[src/rtl/kmeans_pkg.sv]
// k-means k=3 n=2 controller package.
// FSM state encodings and counter-width helper.
package kmeans_pkg;

  localparam logic [2:0] S_IDLE   = 3'd0;
  localparam logic [2:0] S_CLEAR  = 3'd1;
  localparam logic [2:0] S_STREAM = 3'd2;
  localparam logic [2:0] S_DRAIN  = 3'd3;
  localparam logic [2:0] S_UPDATE = 3'd4;
  localparam logic [2:0] S_CHECK  = 3'd5;
  localparam logic [2:0] S_DONE   = 3'd6;

  // One extra bit so a full pass count is representable.
  function automatic int cnt_width(input int addr_w);
    return addr_w + 1;
  endfunction

endpackage

[src/rtl/kmeans_addr_counter.sv]
// Enable/clear up-counter with terminal-count flag.
// Used for point addresses and returned-result counting.
module kmeans_addr_counter
  import kmeans_pkg::*;
#(
  parameter int          W    = 8,
  parameter int unsigned TERM = 255
) (
  input  logic         clk,
  input  logic         rst,
  input  logic         clr,
  input  logic         en,
  output logic [W-1:0] cnt,
  output logic         tc
);

  // Count up on enable; clear has priority.
  always_ff @(posedge clk or posedge rst) begin
    if (rst) begin
      cnt <= '0;
    end else if (clr) begin
      cnt <= '0;
    end else if (en) begin
      cnt <= cnt + 1'b1;
    end
  end

  assign tc = (cnt == W'(TERM));

endmodule

[src/rtl/kmeans_k3n2_ctrl.sv]
// k-means k=3 n=2 iteration sequencer.
// Streams points, counts results, runs update, decides next pass.
module kmeans_k3n2_ctrl
  import kmeans_pkg::*;
#(
  parameter int input_data_qty_bit_width = 8,
  parameter int input_data_qty           = 256,
  parameter int iter_width               = 8,
  parameter int max_iter                 = 32
) (
  input  logic                                clk,
  input  logic                                rst,
  input  logic                                start,
  output logic                                mem_rd_en,
  output logic [input_data_qty_bit_width-1:0] mem_rd_addr,
  output logic                                acc_clr,
  input  logic                                res_valid,
  input  logic                                res_changed,
  output logic                                upd_start,
  input  logic                                upd_done,
  output logic                                busy,
  output logic                                done,
  output logic                                converged,
  output logic [iter_width-1:0]               iter_count,
  output logic                                err
);

  localparam int RW = cnt_width(input_data_qty_bit_width);

  logic [2:0]            state;
  logic [2:0]            nxt;
  logic [RW-1:0]         res_cnt;
  logic                  addr_tc;
  logic                  res_tc;
  logic                  res_last;
  logic                  counting;
  logic                  res_take;
  logic                  res_bad;
  logic                  idle_like;
  logic                  go;
  logic                  any_changed;
  logic                  upd_pend;
  logic [iter_width-1:0] iter_inc;

  assign idle_like = (state == S_IDLE) || (state == S_DONE);
  assign go        = idle_like && start;
  assign counting  = (state == S_STREAM) || (state == S_DRAIN);
  assign res_take  = res_valid && counting && !res_tc;
  assign res_bad   = res_valid && !res_take;
  assign res_last  = (res_cnt == RW'(input_data_qty - 1));
  assign iter_inc  = (iter_count == '1) ? iter_count
                                        : iter_count + 1'b1;

  kmeans_addr_counter #(
    .W    (input_data_qty_bit_width),
    .TERM (input_data_qty - 1)
  ) u_addr (
    .clk (clk),
    .rst (rst),
    .clr (state == S_CLEAR),
    .en  ((state == S_STREAM) && !addr_tc),
    .cnt (mem_rd_addr),
    .tc  (addr_tc)
  );

  kmeans_addr_counter #(
    .W    (RW),
    .TERM (input_data_qty)
  ) u_res (
    .clk (clk),
    .rst (rst),
    .clr (state == S_CLEAR),
    .en  (res_take),
    .cnt (res_cnt),
    .tc  (res_tc)
  );

  // Next-state decode.
  always_comb begin
    nxt = state;
    unique case (state)
      S_IDLE, S_DONE: if (start) nxt = S_CLEAR;
      S_CLEAR:        nxt = S_STREAM;
      S_STREAM:       if (addr_tc) nxt = S_DRAIN;
      S_DRAIN: begin
        if (res_tc || (res_take && res_last)) nxt = S_UPDATE;
      end
      S_UPDATE:       if (upd_done) nxt = S_CHECK;
      S_CHECK: begin
        if (!any_changed) begin
          nxt = S_DONE;
        end else if (iter_inc >= iter_width'(max_iter)) begin
          nxt = S_DONE;
        end else begin
          nxt = S_CLEAR;
        end
      end
      default:        nxt = S_IDLE;
    endcase
  end

  // State register.
  always_ff @(posedge clk or posedge rst) begin
    if (rst) begin
      state <= S_IDLE;
    end else begin
      state <= nxt;
    end
  end

  // Update kick: high only for the first UPDATE cycle.
  always_ff @(posedge clk or posedge rst) begin
    if (rst) begin
      upd_pend <= 1'b0;
    end else begin
      upd_pend <= (nxt == S_UPDATE) && (state != S_UPDATE);
    end
  end

  // Per-pass change tracking.
  always_ff @(posedge clk or posedge rst) begin
    if (rst) begin
      any_changed <= 1'b0;
    end else if (state == S_CLEAR) begin
      any_changed <= 1'b0;
    end else if (res_take && res_changed) begin
      any_changed <= 1'b1;
    end
  end

  // Run status: iteration count, convergence, sticky error.
  always_ff @(posedge clk or posedge rst) begin
    if (rst) begin
      iter_count <= '0;
      converged  <= 1'b0;
      err        <= 1'b0;
    end else if (go) begin
      iter_count <= '0;
      converged  <= 1'b0;
      err        <= 1'b0;
    end else begin
      if (res_bad) begin
        err <= 1'b1;
      end
      if (state == S_CHECK) begin
        iter_count <= iter_inc;
        converged  <= !any_changed;
      end
    end
  end

  assign mem_rd_en = (state == S_STREAM);
  assign acc_clr   = (state == S_CLEAR);
  assign upd_start = upd_pend;
  assign busy      = !idle_like;
  assign done      = (state == S_DONE);

endmodule

[config.mk]
export PLATFORM = sky130hd
export DESIGN_NAME = kmeans_k3n2_ctrl
export DESIGN_NICKNAME = d
export VERILOG_FILES = /design/src/rtl/kmeans_pkg.sv /design/src/rtl/kmeans_addr_counter.sv /design/src/rtl/kmeans_k3n2_ctrl.sv
export SDC_FILE = /design/constraint.sdc
export NUM_CORES = 1
export LEC_CHECK = 0
export ABC_AREA = 1
export ABC_CLOCK_PERIOD_IN_PS = 3500
export CAP_MARGIN = 40
export CORE_MARGIN = 10
export CORE_UTILIZATION = 55
export DETAILED_ROUTE_END_ITERATION = 16
export PLACE_DENSITY = 0.79
export SYNTH_ARGS = -nofsm -noshare
export SYNTH_HDL_FRONTEND = slang
export SYNTH_SLANG_ARGS = --single-unit
[constraint.sdc]
create_clock -name clk -period 3.5 [get_ports clk]
set_input_delay 0.525 -clock clk [delete_from_list [all_inputs] [get_ports clk]]
set_output_delay 0.525 -clock clk [all_outputs]
set_load 0.02 [all_outputs]
**After elaboration in Yosys (flattened, before gate mapping)**

Cells that the tools add are included.

- Word-level logic and storage cells: 67
- Register bits: 32
- Output and inout port bits: 23
- Bits of input ports: 6

- Magnitude comparators: 1
- Multiplexer cells: 20
- Equal/unequal tests: 12
- Add/sub/neg operators: 3
- Reductions and logical operators: 23

Operators with widths:

| cell | number |
|---|---|
| 8-bit 2-to-1 mux | 5 |
| 3-bit 2-to-1 mux | 6 |
| 9-bit 2-to-1 mux | 2 |
| 3-bit one-hot mux with 6 select lines | 1 |
| 8-bit by 1-bit adder with 8-bit output (second input constant) | 2 |
| 8-bit == test (second input constant) | 2 |
| 3-bit == test (second input constant) | 4 |
| 2-bit nonzero test | 5 |
| 9-bit by 1-bit adder with 9-bit output (second input constant) | 1 |
| 9-bit by 8-bit == test with 1-bit output (second input constant) | 1 |
| 9-bit == test (second input constant) | 1 |
| 8-bit by 6-bit greater-or-equal comparator with 1-bit output (second input constant) | 1 |
| 1-bit logical AND | 8 |
| 3-bit by 2-bit == test with 1-bit output (second input constant) | 2 |
| 1-bit 2-to-1 mux | 6 |
| 1-bit zero test | 5 |
| 3-bit by 1-bit == test with 1-bit output (second input constant) | 1 |
| 3-bit zero test | 1 |
| 1-bit logical OR | 3 |
| 3-bit inequality test (second input constant) | 1 |
| 2-bit OR reduction | 1 |

**Longest topological paths before layout**

- Depth in word-level cells: 10
- Depth in mapped cells: 9
- Mapped depth without buffers: 9

**Modules after synthesis**

A second synthesis with hierarchy kept.

- Cell total of the unflattened synthesis: 262
- Area total of the unflattened synthesis: 1,984.4 um^2

Modules (own cells, without submodules):

| module | seq. area each (um^2) | cells each | times used | area an instance (um^2) |
|---|---|---|---|---|
| kmeans_k3n2_ctrl | 375.4 | 135 | 1 | 979.7 |
| kmeans_addr_counter (u_res) | 225.2 | 75 | 1 | 574.3 |
| kmeans_addr_counter (u_addr) | 200.2 | 52 | 1 | 430.4 |

**Worst setup path after synthesis**

No wires, ideal clock.

- Path type: reg-to-reg
- Start: register iter_count[0]
- End: register state[1]
- Setup slack: 1.942 ns
- Arrival: 1.440 ns
- Library setup time: 0.118 ns
- Path buffers: 0
- Stages on the path, launching flop included: 10
- Clock period less this slack: 1.558 ns
- Required time: 3.382 ns
- Cell sequence: dfrtp_1 > ha_1 > nand2_1 > nor2_1 > nand2_1 > inv_1 > nor2_1 > nand3_1 > nand2_1 > nand2_1

- Longest elaborated chain between the ends: 6
- Elaborated cells on any way between the ends: 7
- Those cells by class: add/sub (1); order compare (1); eq/ne (1); mux (4)

RTL lines:

| what | line | source |
|---|---|---|
| from (decl) | kmeans_k3n2_ctrl.sv:24 | `output logic [iter_width-1:0] iter_count,` |
| from (signal assigned) | kmeans_k3n2_ctrl.sv:146 | `iter_count <= iter_inc;` |
| 8-bit by 1-bit adder with 8-bit output / 8-bit == test (equally long branches) | kmeans_k3n2_ctrl.sv:52, kmeans_k3n2_ctrl.sv:51 |  |
| 8-bit 2-to-1 mux * | kmeans_k3n2_ctrl.sv:51 | `assign iter_inc = (iter_count == '1) ? iter_count` |
| 8-bit by 6-bit greater-or-equal comparator with 1-bit output * | kmeans_k3n2_ctrl.sv:92 | `end else if (iter_inc >= iter_width'(max_iter)) begin` |
| 3-bit 2-to-1 mux * | kmeans_k3n2_ctrl.sv:92 |  |
| 3-bit 2-to-1 mux * | kmeans_k3n2_ctrl.sv:90 | `if (!any_changed) begin` |
| 3-bit one-hot mux with 6 select lines * | kmeans_k3n2_ctrl.sv:81 | `unique case (state)` |
| named net nxt[1] | kmeans_k3n2_ctrl.sv:31 | `logic [2:0] nxt;` |
| to (signal assigned) | kmeans_k3n2_ctrl.sv:107 | `state <= nxt;` |
| to (decl) | kmeans_k3n2_ctrl.sv:30 | `logic [2:0] state;` |

The timed path passes the listed nets; every way through them passes the cells marked *.
A chain may end at the register's enable or synchronous reset.

**Worst setup path in the final report**

- Start: register state[2]
- End: output port mem_rd_en

- Longest elaborated chain between the ends: 1

RTL lines:

| what | line | source |
|---|---|---|
| 3-bit by 2-bit == test with 1-bit output | kmeans_k3n2_ctrl.sv:152 | `assign mem_rd_en = (state == S_STREAM);` |
| to (decl) | kmeans_k3n2_ctrl.sv:14 | `output logic mem_rd_en,` |

Every way passes these cells.

==> implementation parameters <==
Parameter                              Value

Clock tree
  Number of buffers created by CTS ... 5
  Clock latency of the later-clocked register in the worst-skew pair ... 0.36 ns
  Clock edge transition at the registers on the reported setup and hold paths ... 0.12 ns
  TritonCTS clock tree ... yes
  Post-CTS setup buffer count ... 0
  H-tree lvl count ... 2
  Clock sinks ... 32
  Library cell used as clock root buffer ... sky130_fd_sc_hd__clkbuf_4
  Post-CTS Hold Fix Bufs ... 0
  Max Buffers Root-to-Sink ... 2
  CTS resizes ... 0

Floorplan
  Count of standard-cell rows ... 21
  Die width ... 78.8 um
  Initial core utilization ... between 50% and 60%
  Overall die area ... around 0.0062 mm2
  Die outline height ... 78.8 um
  Count of boundary I/O pins ... 29
  Core area ... roughly 0.0033 mm2

Critical path
  Largest delay share family, worst path ... buffers and inverters
  Start-to-end type of the worst setup path ... register to primary output
  Critical-path cell with the highest stage delay ... sky130_fd_sc_hd__clkdlybuf4s50_1
  Largest incremental delay on the critical path ... approximately 0.63 ns
  Critical Path Start ... state[2]
  Worst Path Max Fanout ... 5
  Crit. End Element ... primary output
  List of cells traversed by the critical path ... inv_1 -> nand2_1 -> nor2_4 -> clkdlybuf4s50_1
  Kind of launch point of the worst setup path ... register
  Buffer and inverter count on the worst path ... 2
  Launch instance of the worst register-to-register path ... u_res.cnt[0]
  Data arrival time of the critical path ... between 1.5 and 2 ns
  Critical path required time ... roughly 3.0 ns

Power
  Total power per unit cell area ... roughly 620 mW/mm2
  PnR Total Power ... approximately 1400 uW
  Leakage power figure ... 0.00112 uW
  Maximum ir drop on the vdd rail ... 0.000369 V

Yosys
  Synthesized Nets ... about 270
  Distinct cells, synth ... 29
  Mean area per synthesized cell ... about 7.5 um2
  Post-synthesis cell count ... ~260
  Register area share after synthesis ... 42.1%
  Post-synth design cell area ... about 0.0019 mm2
  Area contributors post-synth ... sky130_fd_sc_hd__dfrtp_1 (42%), sky130_fd_sc_hd__nand2_1 (11%), sky130_fd_sc_hd__inv_1 (7.7%), sky130_fd_sc_hd__nand3_1 (6.8%), sky130_fd_sc_hd__nor2_1 (6.1%)
  Flop and latch count out of synthesis ... 32
  Number of warning messages in the yosys log ... 0
  Yosys top cell area share ... a little over two fifths
  Library cell with the largest summed area after synthesis ... sky130_fd_sc_hd__dfrtp_1

Cells and area
  Total area of multi-input combinational cells ... 931 um2
  Commonest non-fill, non-tap cell in the layout ... sky130_fd_sc_hd__nand2_1
  Total Nets Final ... about 300
  Final cell area excluding filler cells ... 0.00230 mm2
  Fraction of final layout cells with drive strength greater than 1 ... roughly 6.5%
  Post-route non-filler standard cell count ... ~340
  Most frequent cells in the layout ... sky130_fd_sc_hd__nand2_1 (55), sky130_fd_sc_hd__inv_1 (39), sky130_fd_sc_hd__dfrtp_1 (32), sky130_fd_sc_hd__nor2_1 (31), sky130_fd_sc_hd__clkdlybuf4s50_1 (28)
  Layout Area Growth over Synthesis ... 21.0%
  Number of antenna diodes ... 0
  Filler cell count in the final layout ... 290
  Area taken by flip-flops and latches ... roughly 800 um2

Routing
  Detailed Route Iter0 Violations ... 169
  Via density per instance ... around 5.2
  Overall routed net length ... between 4000 and 5000 um
  Routed wirelength normalized by instance count ... ~13 um
  Total number of vias ... between 1500 and 2000
  ANT nets after route ... 0
  DRC viols ... 0
  Total iterations of the first detailed-routing run ... 4

Status
  Result of the run ... complete, no violations

Placed design
  Number of I/O port buffers ... 28
  Final weighted congestion of routability-driven global placement ... between 0.9 and 1
  HPWL after detailed placement ... 3230 um
  Inst Count DP ... ~330
  Instance area at placement ... between 0.002 and 0.0025 mm2

Job
  # Max-Cap Violations ... 0

Timing
  Number of failing hold endpoints at the final stage ... 0
  Setup repair after global routing missed its margin ... no
  Tightest slew margin relative to the limit ... between 70 and 80%
  Final-layout setup total negative slack ... 0 ns
  Min Tclk post-route ... roughly 2.4 ns
  Hold Worst Slack ... ~0.50 ns
  Final number of setup-violating endpoints ... 0
  Transition at the pin with the smallest max-transition slack ... roughly 0.40 ns
  Peak clock frequency supported by timing ... 411 MHz
  Skew final ... roughly 0.018 ns
  Max Transition Viols Final ... 0
  Post-route clock period utilization ... 69.5%

GRT
  First-pass GRT wire length ... between 7000 and 8000 um
  Number of global-route vias before repair ... between 1500 and 2000
  Antenna violations before repair ... 0
  Total routing usage reported by global routing ... 15.0%
  Maximum number of pins on one net before global-route repair ... 33
  Overflow left after global routing ... 0

Min path
  Launch instance of the worst min-delay path ... converged
  Path class of the lowest-slack min-delay path ... register to register
-- state kept, by name (all words and copies together) (netlist names) --
| signal | count |
|---|---|
| state | 3 |
| u_addr.cnt | 8 |
| u_res.cnt | 9 |
| any_changed | 1 |
| upd_start | 1 |
| converged | 1 |
| iter_count | 8 |
| err | 1 |
-- kinds of logic after synthesis --
family / share of synthesized area [%]
AO/OA/AOI/OAI: 9.41
XOR/XNOR: 2.76
adder cells (fa/ha/maj): 3.29
buffers and inverters: 8.95
flip-flops: 42.1
AND/OR/NAND/NOR: 33.5
-- layout make-up --
cell class / count / share of cell area [%]
Sequential cell: 32 / 34.8
Clock inverter: 1 / 0.326
Tap cell: 46 / 2.50
Inverter: 41 / 6.69
Clock buffer: 7 / 2.39
Multi-Input combinational cell: 180 / 40.5
Timing Repair Buffer: 30 / 12.8
-- power breakdown --
group | total, uW | switching [uW] | internal, uW
registers | 547 | 97.5 | 450
clock network | 235 | 137 | 98.3
logic | 642 | 390 | 252
total | 1420 | 625 | 800
-- synth_stat cells, drive strengths merged --
| master | number |
|---|---|
| ha | 5 |
| nor2 | 33 |
| inv | 41 |
| nor4 | 1 |
| nor3b | 1 |
| a22oi | 1 |
| a21boi | 1 |
| nor3 | 3 |
| o21ai | 21 |
| a21oi | 5 |
| xnor2 | 1 |
| nor2b | 1 |
| o22ai | 3 |
| a211oi | 1 |
| buf | 2 |
| nand4 | 11 |
| xor2 | 5 |
| nand2 | 60 |
| nand3 | 26 |
| dfrtp | 32 |
| o21bai | 1 |
-- metrics by stage --
stage	util, %	setup slack, ns
2_1_floorplan	-	1.94
3_3_place_gp	67.1	1.50
3_5_place_dp	67.1	1.47
4_1_cts	69.0	1.05
5_1_grt	69.0	0.928
6_report	69.0	1.07
-- worst paths after layout --
kind / endpoint / depth (start not counted) / slack (ns)
worst max register to register: state[2] / 8 / 1.63
worst min register to register: converged / 2 / 0.50
min in group asynchronous: iter_count[2] / 3 / 0.54
max in group asynchronous: u_addr.cnt[4] / 3 / 2.66
worst min-delay path: converged / 2 / 0.50
worst max-delay path: mem_rd_en / 4 / 1.07
-- layer usage --
metal / global-route usage, % / wire [um]
met5: 0 / 0
met4: 6.09 / 73
met3: 4.95 / 288
met2: 24.1 / 2000
met1: 18.2 / 1970
-- worst reg2reg max path, cell delays in order (launching register included) --
cell and delay, ns:
sky130_fd_sc_hd__dfrtp_1 0.42, sky130_fd_sc_hd__ha_1 0.23, sky130_fd_sc_hd__nand3_1 0.12, sky130_fd_sc_hd__nor4_1 0.28
sky130_fd_sc_hd__ha_1 0.24, sky130_fd_sc_hd__nand4_1 0.12, sky130_fd_sc_hd__a21boi_0 0.29, sky130_fd_sc_hd__nor2_1 0.07
sky130_fd_sc_hd__nand2_1 0.07
(Power assumes the default switching activity.)
